[src/rtl/mult_share_pkg.sv]
// Shared types and round-robin helper for the shared-multiplier arbiter.
// Pure declarations; no latency or backpressure of its own.
// rr_pick supports up to RR_MAX requesters.
package mult_share_pkg;

  localparam int RR_MAX = 64;

  typedef enum logic [1:0] {
    IDLE,
    MUL,
    RESP
  } state_t;

  // Returns the first set bit of valid[n-1:0] searching upward from last+1
  // with wrap-around, or -1 when nothing is valid.
  function automatic int rr_pick(input logic [RR_MAX-1:0] valid, input int n, input int last);
    int idx;
    rr_pick = -1;
    for (int k = 1; k <= RR_MAX; k++) begin
      if (k <= n) begin
        idx = last + k;
        if (idx >= n) idx = idx - n;
        if (rr_pick < 0 && valid[idx[5:0]]) rr_pick = idx;
      end
    end
  endfunction

endpackage

[src/rtl/multsigned.sv]
// Exact signed multiplier: product width is the sum of the operand widths.
// Latency: purely combinational.
// Backpressure: none; the caller registers around it.
module multsigned #(
  parameter int IN_SIZE_0 = 4,
  parameter int IN_SIZE_1 = 8,
  localparam int OUT_SIZE = IN_SIZE_0 + IN_SIZE_1
) (
  input  logic signed [IN_SIZE_0-1:0] a,
  input  logic signed [IN_SIZE_1-1:0] b,
  output logic signed [OUT_SIZE-1:0]  p
);

  assign p = OUT_SIZE'(a) * OUT_SIZE'(b);

endmodule

[src/rtl/mult_share_arbiter.sv]
// Round-robin sharing of one signed multiplier among NUM_REQ requesters.
// Latency: 2 cycles from request accept to rsp_valid_o; one result per 2 cycles peak.
// Backpressure: rsp_ready_i low holds the result and blocks all req_ready_o.
import mult_share_pkg::*;

module mult_share_arbiter #(
  parameter int NUM_REQ   = 4,
  parameter int IN_SIZE_0 = 4,
  parameter int IN_SIZE_1 = 8,
  localparam int OUT_SIZE = IN_SIZE_0 + IN_SIZE_1,
  localparam int ID_W     = (NUM_REQ > 1) ? $clog2(NUM_REQ) : 1
) (
  input  logic                           clk_i,
  input  logic                           rst_i,
  input  logic [NUM_REQ-1:0]             req_valid_i,
  output logic [NUM_REQ-1:0]             req_ready_o,
  input  logic [NUM_REQ*IN_SIZE_0-1:0]   req_a_i,
  input  logic [NUM_REQ*IN_SIZE_1-1:0]   req_b_i,
  output logic                           rsp_valid_o,
  input  logic                           rsp_ready_i,
  output logic [ID_W-1:0]                rsp_id_o,
  output logic [OUT_SIZE-1:0]            rsp_data_o
);

  state_t                       state;
  logic [ID_W-1:0]              last_grant;
  logic [ID_W-1:0]              id_q;
  logic signed [IN_SIZE_0-1:0]  a_q;
  logic signed [IN_SIZE_1-1:0]  b_q;
  logic signed [IN_SIZE_0-1:0]  a_sel;
  logic signed [IN_SIZE_1-1:0]  b_sel;
  logic signed [OUT_SIZE-1:0]   prod;
  logic [OUT_SIZE-1:0]          rsp_data_q;
  logic [ID_W-1:0]              rsp_id_q;
  logic                         rsp_valid_q;
  logic [RR_MAX-1:0]            valid_ext;
  logic                         accept_en;
  logic                         hs;
  int                           pick;

  // A new request may only enter when the multiplier slot is free this cycle.
  always_comb begin
    valid_ext = '0;
    valid_ext[NUM_REQ-1:0] = req_valid_i;
    accept_en = !rst_i && (state == IDLE || (state == RESP && rsp_ready_i));
    pick = rr_pick(valid_ext, NUM_REQ, int'(last_grant));
    req_ready_o = '0;
    a_sel = '0;
    b_sel = '0;
    for (int r = 0; r < NUM_REQ; r++) begin
      if (pick == r) begin
        a_sel = req_a_i[r*IN_SIZE_0 +: IN_SIZE_0];
        b_sel = req_b_i[r*IN_SIZE_1 +: IN_SIZE_1];
        if (accept_en) req_ready_o[r] = 1'b1;
      end
    end
    hs = |req_ready_o;
  end

  multsigned #(
    .IN_SIZE_0(IN_SIZE_0),
    .IN_SIZE_1(IN_SIZE_1)
  ) u_mult (
    .a(a_q),
    .b(b_q),
    .p(prod)
  );

  always_ff @(posedge clk_i) begin
    if (rst_i) begin
      state       <= IDLE;
      last_grant  <= ID_W'(NUM_REQ - 1);
      id_q        <= '0;
      a_q         <= '0;
      b_q         <= '0;
      rsp_data_q  <= '0;
      rsp_id_q    <= '0;
      rsp_valid_q <= 1'b0;
    end else begin
      case (state)
        IDLE: begin
          if (hs) state <= MUL;
        end
        MUL: begin
          rsp_data_q  <= prod;
          rsp_id_q    <= id_q;
          rsp_valid_q <= 1'b1;
          state       <= RESP;
        end
        RESP: begin
          if (rsp_ready_i) begin
            rsp_valid_q <= 1'b0;
            state       <= hs ? MUL : IDLE;
          end
        end
        default: state <= IDLE;
      endcase
      if (hs) begin
        a_q        <= a_sel;
        b_q        <= b_sel;
        id_q       <= ID_W'(pick);
        last_grant <= ID_W'(pick);
      end
    end
  end

  assign rsp_valid_o = rsp_valid_q;
  assign rsp_id_o    = rsp_id_q;
  assign rsp_data_o  = rsp_data_q;

endmodule

[config.mk]
export PLATFORM = sky130hd
export DESIGN_NAME = mult_share_arbiter
export DESIGN_NICKNAME = d
export VERILOG_FILES = /design/src/rtl/mult_share_pkg.sv /design/src/rtl/multsigned.sv /design/src/rtl/mult_share_arbiter.sv
export SDC_FILE = /design/constraint.sdc
export NUM_CORES = 1
export LEC_CHECK = 0
export CAP_MARGIN = 20
export CORE_ASPECT_RATIO = 1.2
export CORE_MARGIN = 1.5
export CORE_UTILIZATION = 40
export CTS_CLUSTER_SIZE = 28
export DETAILED_ROUTE_END_ITERATION = 12
export GPL_ROUTABILITY_DRIVEN = 0
export PLACE_DENSITY_LB_ADDON = 0.12
export SLEW_MARGIN = 20
export SYNTH_ARGS = -nofsm -noshare
export SYNTH_HDL_FRONTEND = slang
export SYNTH_HIERARCHICAL = 1
export SYNTH_SLANG_ARGS = --single-unit
[constraint.sdc]
create_clock -name clk_i -period 4.8 [get_ports clk_i]
set_clock_uncertainty 0.2 [all_clocks]
set_input_delay 1.2 -clock clk_i [delete_from_list [all_inputs] [get_ports clk_i]]
set_output_delay 1.2 -clock clk_i [all_outputs]
set_load 0.03 [all_outputs]
Word level (Yosys, flattened, before mapping) --
Cells that the tools add are included.
Operators by class: reduce and logical (&&, ||, !) cells 13, multiplexer cells 35, eq/ne operators 7, multipliers 1, order comparisons 11, add/sub/neg operators 8
Operators with widths (number):
- $mux 32 | 8
- $lt 32x1->1 const B | 3
- $eq 32x3->1 const B | 2
- $eq 32x2->1 const B | 1
- $logic_not 32->1 | 1
- $mux 8 | 4
- $lt 6x7->1 const B | 4
- $bmux 1 s6 | 4
- $mux 4 | 4
- $mul 4x8->12 | 1
- $sub 3x3->4 const B | 3
- $mux 1 | 11
- $ge 3x3->1 const B | 3
- $add 2x2->3 const B | 2
- $pmux 2 s3 | 1
- $logic_and 1x1->1 | 5
- $sub 4x3->5 const B | 1
- $add 2x3->4 const B | 1
- $ge 4x3->1 const B | 1
- $mux 2 | 2
- $ne 2x2->1 const B | 2
- $reduce_and 2->1 | 2
- $reduce_or 4->1 | 1
- $add 2x1->3 const B | 1
- other kinds (7) | 7
Word-level totals: output and inout port bits 19, register bits after elaboration 33, word-level logic and storage cells 83

Logic depth before layout (Yosys ltp) --
Gate-level depths: netlist of the first run.
word-level depth 21, mapped depth 14, mapped depth without buffers 14

By module --
Netlist of the first run, hierarchy kept.
Modules (own cells, without submodules):
- mult_share_arbiter | area an instance 2160.8 um^2, cells an instance 254, instances 1, sequential area each 660.6 um^2
- multsigned | area an instance 1088.5 um^2, cells an instance 125, instances 1, sequential area each 0.0 um^2

Least setup slack after synthesis of the first run --
OpenSTA, ideal clock, no wires.
path type input to output, start input port req_valid_i[2], end output port req_ready_o[0], cell stages on the path 6, setup slack 2 ps, required time 3400 ps, data arrival time 3398 ps, cell sequence mux4_2 > nor3b_2 > o221ai_2 > buf_6 > buf_12 > nor4_1
On the way: word-level cells in the longest chain between the ends 14, elaborated cells between the ends (all ways) 20
RTL lines:
- start: declaration | RTL line mult_share_arbiter.sv:15 | input logic [NUM_REQ-1:0] req_valid_i,
- $bmux 1 s6 | RTL line mult_share_pkg.sv:23 | if (rr_pick < 0 && valid[idx[5:0]]) rr_pick = idx;
- $mux 1 (not written as such) | RTL line mult_share_pkg.sv:23
- $mux 32 | RTL line mult_share_pkg.sv:23
- $lt 32x1->1 | RTL line mult_share_pkg.sv:23
- $logic_and 1x1->1 | RTL line mult_share_pkg.sv:23
- $mux 32 | RTL line mult_share_pkg.sv:23
- $lt 32x1->1 | RTL line mult_share_pkg.sv:23
- $logic_and 1x1->1 | RTL line mult_share_pkg.sv:23
- $mux 32 | RTL line mult_share_pkg.sv:23
- $lt 32x1->1 | RTL line mult_share_pkg.sv:23
- $logic_and 1x1->1 | RTL line mult_share_pkg.sv:23
- $mux 32 (*) | RTL line mult_share_pkg.sv:23
- $logic_not 32->1 (*) | RTL line mult_share_arbiter.sv:51 | if (pick == r) begin
- $mux 1 (*) | RTL line mult_share_arbiter.sv:51
- end: declaration | RTL line mult_share_arbiter.sv:16 | output logic [NUM_REQ-1:0] req_ready_o,
Mark *: on every way between the ends. The rest lies on a longest branch, timed or not. The select of a mux whose other input is x is not followed.

Final worst setup path of the first run --
start input port req_valid_i[1], end output port req_ready_o[0]
The elaborated chain is that of the path after synthesis.

==> results.toml, run 1 <==
[yosys]
ys_async_sr_fraction_pct = 0
synth_area_per_cell_um2 = 8.574
synth_top_area_cell = "dfxtp_1"
netlist.area_leader.share_pct = 20.33
synth_cell_types = 60
seq_area_frac_synth_pct = 20.33
synth.cell_area_um2 = 3249
syn-num-nets = 474
synthCells = 379
yosys_warnings = 6
synth_ff_type = "dfxtp_1"
synth_edf_count = 0
ys_top_cells_by_area = "dfxtp_1, fa_1, ha_1"
ys_ff_latch = 33

[layout]
nFillCells = 773
syn2layout_area_growth_pct = 28.23
instances_no_fill = 542
nets = 544
final_cell_mix = "clkdlybuf4s50_1, nand2_1, nor2_1"
layout-drive-gt1-share_pct = 11.56
n_antenna_cell = 0
final_common_cell = "clkdlybuf4s50_1"

[critical_path]
cp_max_fo = 5
cp-end-kind = "primary output"
cp_cell_sequence = "clkdlybuf4s50_1 > mux4_2 > nor3b_2 > o221ai_4 > nor4_1 > buf_4"
crit_path_start_kind = "input pin"
r2r_cells = 13
path_class = "input pin to primary output"
crit_slowest_cell = "mux4_2"
cp_data_required_time_ns = 3.40
critPathArrivalTime_ns = 3.28
critPathMaxStageDelay_ns = 0.61

[timing]
setup_tns_ns = 0
max_slew_margin_pct = 36.45
finalCritPeriodShare_pct = 97.49
rsz0062_at_grt = "no"
whs_ns = 0.2523
hold_viol = 0
setup_violations = 0
finalCriticalPeriod_ns = 4.680
fmax_ghz = 0.2137
tightest_slew_ns = 0.9512
maxSlewViolCount = 0

[power]
clkPwrFrac_pct = 16.7
p_sw_uw = 702.0
power_frac_comb_pct = 59.4
p_int_uw = 923.7
p_per_area_nw_per_um2 = 390.2
leakagePower_nw = 1.729
p_sw_share_pct = 43.18
seqPwrFrac_pct = 23.9
vdd_drop_max_mv = 0.3402

[cts]
postCtsHoldBufs = 0
htreeDepth = 2
clk-insertion-delay-late_ns = 0.28
cts_buffers = 5
clock-sinks = 33
ctsLongestPathBuffers = 2
path_clk_slew_ns = 0.07
postCtsResizedCells = 0
cts_setup_buffers = 0
clockRootBuffer = "clkbuf_8"
cts_tree = "yes"

[detailed_routing]
routed_wl_um = 7110
antenna_left = 0
vias = 2784
drt_iter0_drc = 86
wl_per_cell_um = 13.12
via_per_inst = 5.137
drt_first_pass_iters = 8
drc = 3

[die]
die_w_um = 85.28
start_util_pct = 41.69
die_area_um2 = 8675
fp.dieH_um = 101.7
rows = 35
coreArea_um2 = 7795
ios = 74

[status]
outcome = "finished, violations left"
violations = "design-rule violations"

[global_route]
grt_start_max_net_pins = 32
antenna_found_initial = 0
grt_pass1_vias = 2740
grt_pass1_wl_um = 12390
grt_use_total_pct = 17.41
grt.overflow.total = 0

[worst_hold_path]
worstHoldPathCells = 2
min_path_type = "register to register"

[placement]
dp_hpwl_um = 5771
dp.cells = 534
io_buffers = 73

[job]
max-cap-violations = 0
-- layer usage --
layer	routed length, µm	share of wire [%]	track usage, %
met4	74	1.0	4.839
met5	0	0	0
met2	3521	50	31.68
met3	306	4.3	2.934
met1	3206	45	21.19
-- critical path, delay by kind of cell --
| family | cells | cell delay [ns] |
|---|---|---|
| simple gates | 2 | 0.60 |
| buf+inv | 2 | 0.72 |
| compound gates | 1 | 0.16 |
| mux | 1 | 0.61 |
-- power by group through the flow --
stage | combinational [mW] | clock [mW] | sequential (mW)
floorplan | 0.733 | 0 | 0.411
global placement | 0.957 | 0 | 0.394
global route | 1.08 | 0.289 | 0.398
CTS | 0.978 | 0.280 | 0.389
detailed placement | 0.972 | 0 | 0.395
finish | 0.965 | 0.272 | 0.389
-- flip-flops by register name (all words and copies together), names as in the netlist --
signal       count
rsp_data_o      12
b_q              8
a_q              4
id_q             2
last_grant       2
rsp_id_o         2
state            2
rsp_valid_o      1
-- Yosys cell counts (2+ instances only) --
cell and count:
o21ai_0 27, a2111oi_1 2, nor3_1 2, a21oi_1 24, inv_1 27, and2_1 12
mux2i_2 2, nor2_1 45, xor2_1 2, fa_1 17, nor2b_1 5, buf_2 5
nand3_1 2, clkbuf_1 7, nand2b_1 6, a21o_2 2, dfxtp_1 33, buf_6 2
o21ai_1 3, a211o_1 2, mux2i_1 27, o21bai_1 2, xnor2_1 8, a2111oi_2 10
nand2_1 46, buf_4 2, o21ai_2 2, ha_1 23
-- cell families (layout without fill, tap and decap cells) --
logic type	after synthesis	in the layout	share of synthesized area (%)
multiplexers	34	34	11.71
AO/OA/AOI/OAI	87	87	20.72
XOR/XNOR	10	10	2.696
flip-flops	33	33	20.33
AND/OR/NAND/NOR	129	129	18.48
adder cells (fa/ha/maj)	40	40	19.33
buffers and inverters	46	117	6.738
-- cell type report --
class                           count  area [µm²]  area share [%]
Timing Repair Buffer               82       788.3           18.92
Tap cell                           92       115.1           2.763
Multi-Input combinational cell    300        2385           57.24
Clock inverter                      1       30.03          0.7207
Clock buffer                        7       86.33           2.072
Sequential cell                    33       660.6           15.86
Inverter                           27       101.3           2.432
-- worst paths after layout --
kind                                      from              to  slack [ns]
worst max-delay path            req_valid_i[1]  req_ready_o[0]        0.12
worst max register to register          a_q[2]  rsp_data_o[11]        0.53
worst min-delay path            rsp_data_o[10]  rsp_data_o[10]        0.25
worst min register to register  rsp_data_o[10]  rsp_data_o[10]        0.25
-- metrics by stage --
stage | worst slack [ns] | cell area (µm²) | utilization [%] | power (mW)
final | 0.1205 | 4167 | 53.45 | 1.626
after global routing | 0.006451 | 4167 | 53.45 | 1.768
after CTS | 0.1059 | 4167 | 53.45 | 1.647
after detailed placement | 0.1171 | 4050 | 51.96 | 1.367
after global placement | 0.1599 | 4050 | 51.96 | 1.351
after floorplan | 0.001785 | 3249 | - | 1.144
Power figures use the tool's default switching activity.
==> run 2, diff against run 1 <==
--- a/config.mk
+++ b/config.mk
@@ -12,9 +12,9 @@
 export CTS_CLUSTER_SIZE = 28
 export DETAILED_ROUTE_END_ITERATION = 12
 export GPL_ROUTABILITY_DRIVEN = 0
+export GPL_TIMING_DRIVEN = 1
 export PLACE_DENSITY_LB_ADDON = 0.12
 export SLEW_MARGIN = 20
 export SYNTH_ARGS = -nofsm -noshare
 export SYNTH_HDL_FRONTEND = slang
-export SYNTH_HIERARCHICAL = 1
 export SYNTH_SLANG_ARGS = --single-unit
==> run 2 against run 1 <==
Combinational power decreased by 25%. Area after synthesis decreased by 11%. Sequential share of layout area increased by 1.3 points. Sequential cell count unchanged. The flow now finishes without violations. Highest routed layer unchanged. Critical path type unchanged. Total power decreased by 21%. First-iteration DRC count decreased by 21%. Global-route usage increased by 0.44 points. Clock power decreased by 26%. Die area decreased by 10%.
==> results.toml, run 2 <==
[timing]
rsz0062_at_grt = "no"
whs_ns = 0.2550
tightest_slew_ns = 0.7204
fmax_ghz = 0.2171
finalCritPeriodShare_pct = 95.96
finalCriticalPeriod_ns = 4.606
hold_viol = 0
max_slew_margin_pct = 50.73
setup_violations = 0
maxSlewViolCount = 0

[cts]
path_clk_slew_ns = 0.07
clockRootBuffer = "clkbuf_8"
clock-sinks = 33
cts_tree = "yes"
clk-insertion-delay-late_ns = 0.28
postCtsHoldBufs = 0
htreeDepth = 2
cts_buffers = 5
ctsLongestPathBuffers = 2

[layout]
final_cell_mix = "clkdlybuf4s50_1, nand2_1, dfxtp_1"
n_antenna_cell = 0
syn2layout_area_growth_pct = 32.80
fin_area_um2 = 3855
multi_input_area_um2 = 2049
nets = 495
fin_util_pct = 55.57
regArea_um2 = 660.6
largest_register_ffs = 12
layout-drive-gt1-share_pct = 11.72
final_common_cell = "clkdlybuf4s50_1"
nFillCells = 665

[yosys]
synthTopCellsByCount = "nand2_1, dfxtp_1, inv_1"
ys_top_cells_by_area = "dfxtp_1, fa_1, ha_1"
synth_cell_types = 44
yosys_warnings = 0
synth_top_area_cell = "dfxtp_1"
syn-num-nets = 414
synth.cell_area_um2 = 2903
synth_ff_type = "dfxtp_1"
seq_area_frac_synth_pct = 22.76
synth.most_common_cell = "nand2_1"
synth_area_per_cell_um2 = 9.100
ys_ff_latch = 33
synthCells = 319
synth_edf_count = 0
netlist.area_leader.share_pct = 22.76
ys_async_sr_fraction_pct = 0

[detailed_routing]
wl_per_cell_um = 13.61
via_per_inst = 5.072
vias = 2475
drt_first_pass_iters = 4
drc = 0
antenna_left = 0
drt_iter0_drc = 68
routed_wl_um = 6643

[critical_path]
critPathArrivalTime_ns = 3.21
crit_top_cell = "buf_4"
path_class = "input pin to primary output"
cp_cell_sequence = "dlygate4sd2_1 > mux4_2 > a221oi_4 > o21ai_1 > buf_4 > a22o_1 > a21boi_4 > nor2b_2 > buf_4"
crit_buf_inv = 3
cp_data_required_time_ns = 3.40
cp-end-kind = "primary output"
crit_slowest_cell = "mux4_2"
path_delay_family = "compound AO/OA/AOI/OAI gates"
crit_path_start_kind = "input pin"
critPathMaxStageDelay_ns = 0.53
cp_max_fo = 4

[power]
vdd_drop_max_mv = 0.1814
leakagePower_nw = 1.755
p_per_area_nw_per_um2 = 335.0

[die]
die_w_um = 80.77
coreArea_um2 = 6937
die_area_um2 = 7779
ios = 74
start_util_pct = 41.85
fp.dieH_um = 96.32
rows = 33

[status]
outcome = "finished clean"

[placement]
place_area_um2 = 3754
io_buffers = 73
dp_hpwl_um = 5351

[global_route]
grt_start_max_net_pins = 19
grt_pass1_wl_um = 10810
grt_use_total_pct = 17.84
antenna_found_initial = 0
grt_pass1_vias = 2330
grt.overflow.total = 0

[job]
max-cap-violations = 0

[worst_hold_path]
min_path_type = "register to register"
==> run 2: cell types whose count changed after synthesis, moves of 4 or more <==
cell       delta
nand3_1       +4
o21ai_0       -9
a2111oi_2    -10
a21oi_1       -6
a221oi_2     +10
buf_2         -5
nor2_1       -34
nand2_1      -10
==> run 2: where the power goes <==
group	switching [mW]	internal, mW	leakage, nW
Combinational	0.379	0.341	1.44
Clock	0.0995	0.100	0.0450
Sequential	0.0509	0.320	0.271
Total	0.530	0.762	1.76
==> run 2: area by class of cell <==
class | count | share of cell area, %
multi-input combinational | 242 | 53.16
clock buffer | 6 | 1.883
inverter | 28 | 2.726
sequential | 33 | 17.14
clock inverter | 2 | 0.2597
tap | 87 | 2.824
timing repair buffer | 90 | 22.01
==> run 2: worst reg2reg max path: cells and delay by family (launching register included) <==
kind                       cells  cell delay [ns]
AOI/OAI and AO/OA              4             1.21
and+or+nand+nor                3             0.41
adders and majority gates      4             1.76
DFF                            1             0.49
buffers and inverters          1             0.05
==> run 2: logic make-up after synthesis <==
group / share of synthesized area [%]
DFF: 22.76
buffers and inverters: 7.112
adders and majority gates: 21.64
and+or+nand+nor: 15.43
AOI/OAI and AO/OA: 18.58
muxes: 12.67
xor gates and xnor gates: 1.810
==> run 2: final timing paths <==
path,startpoint,end,depth (start not counted),slack (ns)
max,req_valid_i[2],req_ready_o[0],9,0.19
min,rsp_data_o[2],rsp_data_o[2],2,0.25
min reg2reg,rsp_data_o[2],rsp_data_o[2],2,0.25
max reg2reg,a_q[3],rsp_data_o[10],12,0.57
==> run 2: per-stage QoR <==
step	total power [mW]	setup slack [ns]	cells	setup TNS (ns)
after global placement	1.093	-0.1028	479	-0.1032
after global routing	1.400	0.09698	488	0
after CTS	1.308	0.005206	488	0
final	1.292	0.1937	488	0
after floorplan	0.8943	0.3049	319	0
after detailed placement	1.097	-0.1789	479	-0.2670
==> run 2: metal layers <==
layer | part of all wire, % | up-vias | global-route usage (%)
li1 | - | 1271 | -
met1 | 46 | 1143 | 23.15
met2 | 46 | 55 | 29.34
met3 | 6.4 | 6 | 3.697
met4 | 1.6 | 0 | 6.178
met5 | 0 | - | 0
==> run 2: timing repair <==
| item | in CTS | in global routing |
|---|---|---|
| resized for setup | 4 | 3 |
| buffers inserted | 1 | 0 |
| setup endpoints to repair | 3 | 3 |
| pin swaps | 1 | 0 |
